**src/rtl/sprite_pkg.sv**
```systemverilog
// Shared definitions for the maze sprite movers and the maze drawer:
// direction encoding, button bit positions and default track coordinates.
package sprite_pkg;

    typedef enum logic [2:0] {
        DIR_NONE  = 3'd0,
        DIR_UP    = 3'd1,
        DIR_DOWN  = 3'd2,
        DIR_LEFT  = 3'd3,
        DIR_RIGHT = 3'd4
    } dir_t;

    // Button vector is {U,D,L,R}
    localparam int BTN_R = 0;
    localparam int BTN_L = 1;
    localparam int BTN_D = 2;
    localparam int BTN_U = 3;

    localparam int TRACK_MIN = 50;
    localparam int TRACK_MID = 220;
    localparam int TRACK_MAX = 390;

    // Several buttons held at once resolve as U > D > L > R.
    function automatic dir_t btn_to_dir(input logic [3:0] btn);
        dir_t d;
        d = DIR_NONE;
        if (btn[BTN_U]) begin
            d = DIR_UP;
        end else if (btn[BTN_D]) begin
            d = DIR_DOWN;
        end else if (btn[BTN_L]) begin
            d = DIR_LEFT;
        end else if (btn[BTN_R]) begin
            d = DIR_RIGHT;
        end
        return d;
    endfunction

endpackage

```
**src/rtl/move_tick_gen.sv**
```systemverilog
// Free-running move-rate divider: one-cycle tick every DIV clocks.
// Shared by the player and ghost movers.
module move_tick_gen #(
    parameter int DIV = 10_000_000
) (
    input  logic i_clk,
    input  logic i_rst_n,
    output logic o_tick
);

    localparam int CW = (DIV > 1) ? $clog2(DIV) : 1;
    localparam logic [CW-1:0] LAST = CW'(DIV - 1);

    logic [CW-1:0] cnt;

    always_ff @(posedge i_clk or negedge i_rst_n) begin
        if (!i_rst_n) begin
            cnt <= '0;
        end else if (cnt == LAST) begin
            cnt <= '0;
        end else begin
            cnt <= cnt + CW'(1);
        end
    end

    assign o_tick = (cnt == LAST);

endmodule

```
**src/rtl/sprite_mover.sv**
```systemverilog
// Player sprite position controller: track-constrained stepping on a move tick,
// queued turns for cornering, soft clear and a strobe-aligned pixel hit test.
module sprite_mover
    import sprite_pkg::*;
#(
    parameter int X_W       = 10,
    parameter int Y_W       = 9,
    parameter int X_INIT    = 50,
    parameter int Y_INIT    = 50,
    parameter int X_MIN     = TRACK_MIN,
    parameter int X_MID     = TRACK_MID,
    parameter int X_MAX     = TRACK_MAX,
    parameter int Y_MIN     = TRACK_MIN,
    parameter int Y_MID     = TRACK_MID,
    parameter int Y_MAX     = TRACK_MAX,
    parameter int STEP      = 10,
    parameter int TICK_DIV  = 10_000_000,
    parameter int HALF      = 6,
    parameter int CONT_MODE = 1
) (
    input  logic           i_clk,
    input  logic           i_rst_n,
    input  logic [3:0]     i_btn,
    input  logic           i_clear,
    input  logic           i_pix_stb,
    input  logic [X_W-1:0] i_x,
    input  logic [Y_W-1:0] i_y,
    output logic [X_W-1:0] o_xpos,
    output logic [Y_W-1:0] o_ypos,
    output logic [2:0]     o_dir,
    output logic           o_moving,
    output logic           o_blocked,
    output logic           o_hit
);

    localparam logic [X_W-1:0] XT_MIN  = X_W'(X_MIN);
    localparam logic [X_W-1:0] XT_MID  = X_W'(X_MID);
    localparam logic [X_W-1:0] XT_MAX  = X_W'(X_MAX);
    localparam logic [X_W-1:0] XT_INIT = X_W'(X_INIT);
    localparam logic [X_W-1:0] XT_STEP = X_W'(STEP);
    localparam logic [Y_W-1:0] YT_MIN  = Y_W'(Y_MIN);
    localparam logic [Y_W-1:0] YT_MID  = Y_W'(Y_MID);
    localparam logic [Y_W-1:0] YT_MAX  = Y_W'(Y_MAX);
    localparam logic [Y_W-1:0] YT_INIT = Y_W'(Y_INIT);
    localparam logic [Y_W-1:0] YT_STEP = Y_W'(STEP);

    // One bit wider so limit checks and hit bounds cannot wrap.
    localparam logic [X_W:0] XW_MAX      = (X_W+1)'(X_MAX);
    localparam logic [X_W:0] XW_LEFT_LIM = (X_W+1)'(X_MIN + STEP);
    localparam logic [X_W:0] XW_STEP     = (X_W+1)'(STEP);
    localparam logic [X_W:0] XW_HALF     = (X_W+1)'(HALF);
    localparam logic [Y_W:0] YW_MAX      = (Y_W+1)'(Y_MAX);
    localparam logic [Y_W:0] YW_UP_LIM   = (Y_W+1)'(Y_MIN + STEP);
    localparam logic [Y_W:0] YW_STEP     = (Y_W+1)'(STEP);
    localparam logic [Y_W:0] YW_HALF     = (Y_W+1)'(HALF);

    logic [3:0]     btn_meta_p1;
    logic [3:0]     btn_sync_p2;
    logic           tick;
    logic [X_W-1:0] xpos, xpos_n;
    logic [Y_W-1:0] ypos, ypos_n;
    dir_t           dir, dir_n;
    dir_t           pending, pending_n;
    dir_t           held_dir, eff_dir;
    logic           accept, eff_ok;
    logic           blocked, blocked_n;
    logic           hit, hit_n;

    function automatic logic move_legal(input dir_t d, input logic [X_W-1:0] x,
                                        input logic [Y_W-1:0] y);
        logic         on_vert;
        logic         on_horz;
        logic [X_W:0] xw;
        logic [Y_W:0] yw;
        logic         ok;
        xw      = {1'b0, x};
        yw      = {1'b0, y};
        on_vert = (x == XT_MIN) || (x == XT_MID) || (x == XT_MAX);
        on_horz = (y == YT_MIN) || (y == YT_MID) || (y == YT_MAX);
        case (d)
            DIR_UP:    ok = on_vert && (yw >= YW_UP_LIM);
            DIR_DOWN:  ok = on_vert && ((yw + YW_STEP) <= YW_MAX);
            DIR_LEFT:  ok = on_horz && (xw >= XW_LEFT_LIM);
            DIR_RIGHT: ok = on_horz && ((xw + XW_STEP) <= XW_MAX);
            default:   ok = 1'b0;
        endcase
        return ok;
    endfunction

    move_tick_gen #(
        .DIV(TICK_DIV)
    ) u_tick (
        .i_clk  (i_clk),
        .i_rst_n(i_rst_n),
        .o_tick (tick)
    );

    always_ff @(posedge i_clk or negedge i_rst_n) begin
        if (!i_rst_n) begin
            btn_meta_p1 <= '0;
            btn_sync_p2 <= '0;
        end else begin
            btn_meta_p1 <= i_btn;
            btn_sync_p2 <= btn_meta_p1;
        end
    end

    always_comb begin
        held_dir  = btn_to_dir(btn_sync_p2);
        accept    = tick && (pending != DIR_NONE) && move_legal(pending, xpos, ypos);
        eff_dir   = accept ? pending : dir;
        eff_ok    = move_legal(eff_dir, xpos, ypos);
        xpos_n    = xpos;
        ypos_n    = ypos;
        dir_n     = dir;
        pending_n = pending;
        blocked_n = 1'b0;
        if (i_clear) begin
            xpos_n    = XT_INIT;
            ypos_n    = YT_INIT;
            dir_n     = DIR_NONE;
            pending_n = DIR_NONE;
        end else begin
            if (tick) begin
                if (eff_ok) begin
                    dir_n = eff_dir;
                    case (eff_dir)
                        DIR_UP:    ypos_n = ypos - YT_STEP;
                        DIR_DOWN:  ypos_n = ypos + YT_STEP;
                        DIR_LEFT:  xpos_n = xpos - XT_STEP;
                        DIR_RIGHT: xpos_n = xpos + XT_STEP;
                        default:   ;
                    endcase
                end else begin
                    // An illegal queued turn stays queued; only a stalled current move reports.
                    dir_n     = DIR_NONE;
                    blocked_n = (eff_dir != DIR_NONE);
                end
                if (CONT_MODE == 0) begin
                    dir_n = DIR_NONE;
                end
                if (accept) begin
                    pending_n = DIR_NONE;
                end
            end
            if (CONT_MODE != 0) begin
                if (held_dir != DIR_NONE) begin
                    pending_n = held_dir;
                end
            end else begin
                pending_n = held_dir;
            end
        end
    end

    always_comb begin
        hit_n = (({1'b0, i_x} + XW_HALF) > {1'b0, xpos}) &&
                ({1'b0, i_x} < ({1'b0, xpos} + XW_HALF)) &&
                (({1'b0, i_y} + YW_HALF) > {1'b0, ypos}) &&
                ({1'b0, i_y} < ({1'b0, ypos} + YW_HALF));
    end

    always_ff @(posedge i_clk or negedge i_rst_n) begin
        if (!i_rst_n) begin
            xpos    <= XT_INIT;
            ypos    <= YT_INIT;
            dir     <= DIR_NONE;
            pending <= DIR_NONE;
            blocked <= 1'b0;
            hit     <= 1'b0;
        end else begin
            xpos    <= xpos_n;
            ypos    <= ypos_n;
            dir     <= dir_n;
            pending <= pending_n;
            blocked <= blocked_n;
            // Hit uses the position before any same-cycle move.
            if (i_pix_stb) begin
                hit <= hit_n;
            end
        end
    end

    assign o_xpos    = xpos;
    assign o_ypos    = ypos;
    assign o_dir     = dir;
    assign o_moving  = (dir != DIR_NONE);
    assign o_blocked = blocked;
    assign o_hit     = hit;

endmodule

```
**config.mk**
```make
export PLATFORM = sky130hd
export DESIGN_NAME = sprite_mover
export DESIGN_NICKNAME = d
export VERILOG_FILES = /design/src/rtl/sprite_pkg.sv /design/src/rtl/move_tick_gen.sv /design/src/rtl/sprite_mover.sv
export SDC_FILE = /design/constraint.sdc
export NUM_CORES = 1
export LEC_CHECK = 0
export BUFFER_PORTS_ARGS = -buffer_cell sky130_fd_sc_hd__buf_2
export CORE_UTILIZATION = 45
export DETAILED_ROUTE_END_ITERATION = 12
export HOLD_SLACK_MARGIN = 0.02
export PLACE_DENSITY = 0.71
export SLEW_MARGIN = 40
export SYNTH_ARGS = -nofsm -noshare
export SYNTH_HDL_FRONTEND = slang
export SYNTH_HIERARCHICAL = 1
export SYNTH_SLANG_ARGS = --single-unit
```
**constraint.sdc**
```tcl
create_clock -name i_clk -period 4.3 [get_ports i_clk]
set_input_delay 0.86 -clock i_clk [delete_from_list [all_inputs] [get_ports i_clk]]
set_output_delay 0.86 -clock i_clk [all_outputs]
set_load 0.1 [all_outputs]
```
==> results.md <==
- Leading cell type in the layout, fill and taps excluded: ha_1
- Final Setup Violations: 1
- Clk sinks: 57
- Sw frac: approximately a quarter
- Routability-driven placement congestion ratio: 0.946
- Num rows: 38
- Clock power share: approximately 49%
- Synth warnings: 6
- Initial core utilization: 46.8%
- PortBufs: about 50
- VDD IR max: 0.000226 V
- Detailed placement HPWL: 10000 um
- Worst setup path startpoint: o_ypos[4]
- Initial DRT Pass Iterations: 5
- Most frequent cells in the layout: ha_1, buf_2, buf_4, xnor2_1, nor2_1
- Antenna Nets Post-Route: 0
- Power density over the cells: 222 mW/mm^2
- Diodes inserted: 0
- H-tree depth: 3
- Final Util: 57.2%
- Seq/Total Area, Yosys: 28.0%
- CP peak stage delay: 0.65 ns
- Critical path's slowest cell: dfstp_4
- Pre-CTS setup slack: -0.0401 ns
- Core area: between 0.01 and 0.015 mm^2
- Synth async-reset ratio: 100%
- Required @ worst endpoint: ~4.6 ns
- Setup crit end kind: register
- Worst reg-to-reg path cell count: 18
- Clk_lat worst skew: between 0.3 and 0.4 ns
- Cell Count, Final, Fillers Out: 828
- DIE WIDTH: 109 um
- R2R Path Start: o_ypos[4]
- CTS tree: done
- Worst-Margin Slew: 0.735 ns
- F_max: 0.229 GHz
- Post-Syn Instances: 592
- Critical path arrival: 4.61 ns
- Overflow after GRT: 0
- Avg Cell Area, Syn: 8.64 um^2
- FF-to-FF End: o_ypos[8]
- Fin crit share: 101%
- Combinational Power Share: a little under an eighth
- Area grow syn2layout: 22.3%
- Initial antenna violation count: 0
- Final worst setup slack: -0.0595 ns
- Critical path launch point type: register
- Final setup skew: 0.00740 ns
- Number of global-route vias before repair: 4621
- Via Count: just under 5000
- Cell mode on critical path: a21oi_2
- Top FF cell, synth: dfrtp_1
- R2R setup slack: -0.06 ns
- Num CTS Buffers: 9
- Layout cell share with drive strength beyond 1: 25.7%
- Psw: 0.345 mW
- Failing checks: negative setup slack
- Flop pwr share: 39.4%
- Run status: finished with violations
- Pint: about 1.0 mW
- Worst-path clk slew: 0.05 ns
- Overall Power: 1.39 mW
- Largest net degree at the start of global routing: 58
- CTS Root Cell: clkbuf_16
- Initial drt markers: 351
- Synth Cell Area: 0.00511 mm^2
- Worst setup path endpoint: o_ypos[8]
- Hold Path Class: register to register
- Global-route wire length before repair: 21300 um
- Critical path class: register to register
- Die area: 0.0118 mm^2
- Final hold violation count: 0
- MaxCap Viol Count: 0
- Drc violations: 0
- Final Max Tran Viols: 0
- Clock buffer depth: 2
- Post-synth EDFFs: 0
- Fillers: 999
- Final nets: ~770
- Lkg Pwr: around 2.7 nW
- Worst Path Max Fanout: 8
- GRT Resource Usage Total: between 20% and 30%
- RSZ-0062 raised after global routing: yes
- Critical path cell sequence: or4b_4 -> nor4_4 -> or3_4 -> and2_4 -> nand3_4 -> a311o_4 -> nor4_4 -> inv_2 -> ha_4 -> a21o_1 -> a21oi_2 -> o21bai_1 -> a21oi_2 -> o21bai_1 -> a21oi_1 -> xnor2_1 -> or4_1 -> a21oi_2
- Placed instance count: 804
- Synth cell types: 77
- Die Y-Extent: 109 um
- Vias per inst: approximately 5.8
- Min Tclk post-route: about 4.4 ns
- Final Routed Wirelength: 13400 um
- Hold_buf cts: 0
- FF+latch count, synth: 57
- Post-DR wirelength/cell: 16.2 um
- I/O Pins: 52
- Slew headroom: 51.0%
## area by class of cell
class	instances	area [um^2]	share of cell area, %
multi-input combinational	484	3610	57.7
clock buffer	14	274	4.38
inverter	35	131	2.10
timing repair buffer	96	598	9.56
sequential	57	1460	23.3
tap	140	175	2.80
clock inverter	2	12.5	0.200
## synthesized netlist by cell type, types with 4 or more instances
master    number  area share, %
nand4_1       13            1.6
nor4_1         5           0.61
nand2_1       39            2.9
a21o_1         8            1.2
and4_1         4           0.68
nand2b_1       7           0.86
and2_1         4           0.49
nor2b_1        9            1.1
dfstp_2        6            3.1
xnor2_1       44            7.5
and3_1         8           0.98
nand3_1       37            3.6
o21ai_0       43            4.2
dfrtp_1       51             25
nor2_1        43            3.2
xor2_1        15            2.6
inv_1         34            2.5
o21bai_1       4           0.59
o21a_1         4           0.59
a21oi_1       41            4.0
o21ai_1        4           0.39
nor3_1        13            1.3
clkbuf_1       7           0.51
a32oi_1        4           0.68
nor4_4         4            1.7
ha_1          55             13
buf_2          6           0.59
or3_1          7           0.86
## worst min path at each step
stage / from / end / slack, ns / cells past startpoint
after floorplan: btn_meta_p1[0] / btn_sync_p2[0] / 0.33 / 0
after global placement: btn_meta_p1[3] / btn_sync_p2[3] / 0.33 / 0
after detailed placement: btn_meta_p1[1] / btn_sync_p2[1] / 0.34 / 0
after CTS: btn_meta_p1[2] / btn_sync_p2[2] / 0.35 / 0
after global routing: btn_meta_p1[1] / btn_sync_p2[1] / 0.35 / 0
final: btn_meta_p1[2] / btn_sync_p2[2] / 0.34 / 0
## kinds of logic (layout without fill, tap and decap cells)
logic type	after synthesis	in the layout	share of synthesized area, %
flops	57	57	28.0
other cells	1	2	0.0733
xor+xnor	59	59	10.1
simple gates	222	222	25.2
compound gates	144	144	18.0
fa+ha+maj	57	57	14.2
buf+inv	52	147	4.33
## state kept, by name, summed over array words and instances (netlist names)
register and count:
o_blocked 1, btn_sync_p2 4, o_hit 1, u_tick/cnt 24, pending 3, o_dir 3
btn_meta_p1 4, o_xpos 9, o_ypos 8
## power by group through the flow
stage / combinational (mW) / sequential, mW / clock, mW
final: 0.160 / 0.548 / 0.681
after global routing: 0.180 / 0.548 / 0.723
after CTS: 0.160 / 0.547 / 0.692
after detailed placement: 0.159 / 0.556 / 0
after global placement: 0.152 / 0.556 / 0
after floorplan: 0.0982 / 0.557 / 0
## per-layer routing
metal  up-vias  global-route usage, %  part of all wire [%]
li1       2336                      -                     -
met1      2310                   29.8                    45
met2       150                   39.6                    49
met3        26                   3.47                   4.9
met4         0                   9.75                   2.0
met5         -                      0                     0
## critical path, delay by kind of cell, from the launching register on
kind                       cells  cell delay, ns
DFF                            1            0.65
xor gates and xnor gates       1            0.09
AOI/OAI and AO/OA              8            1.32
buffers and inverters          1            0.11
adders and majority gates      1            0.22
and+or+nand+nor                7            1.89
## metrics by stage
stage	instance area (um^2)	setup TNS, ns	hold WS [ns]
floorplan	5180	-0.768	0.331
global placement	5800	0	0.332
detailed placement	5800	-0.0467	0.337
CTS	6110	-0.0358	0.347
global route	6260	-0.597	0.351
finish	6260	-0.0595	0.344
## repair_timing
| action | 4_1_cts | 5_1_grt |
|---|---|---|
| gates resized for setup | 4 | 24 |
| pin swaps | 2 | 6 |
| buffers inserted | 1 | 7 |
| setup endpoints to repair | 2 | 5 |
(Power assumes the default switching activity.)
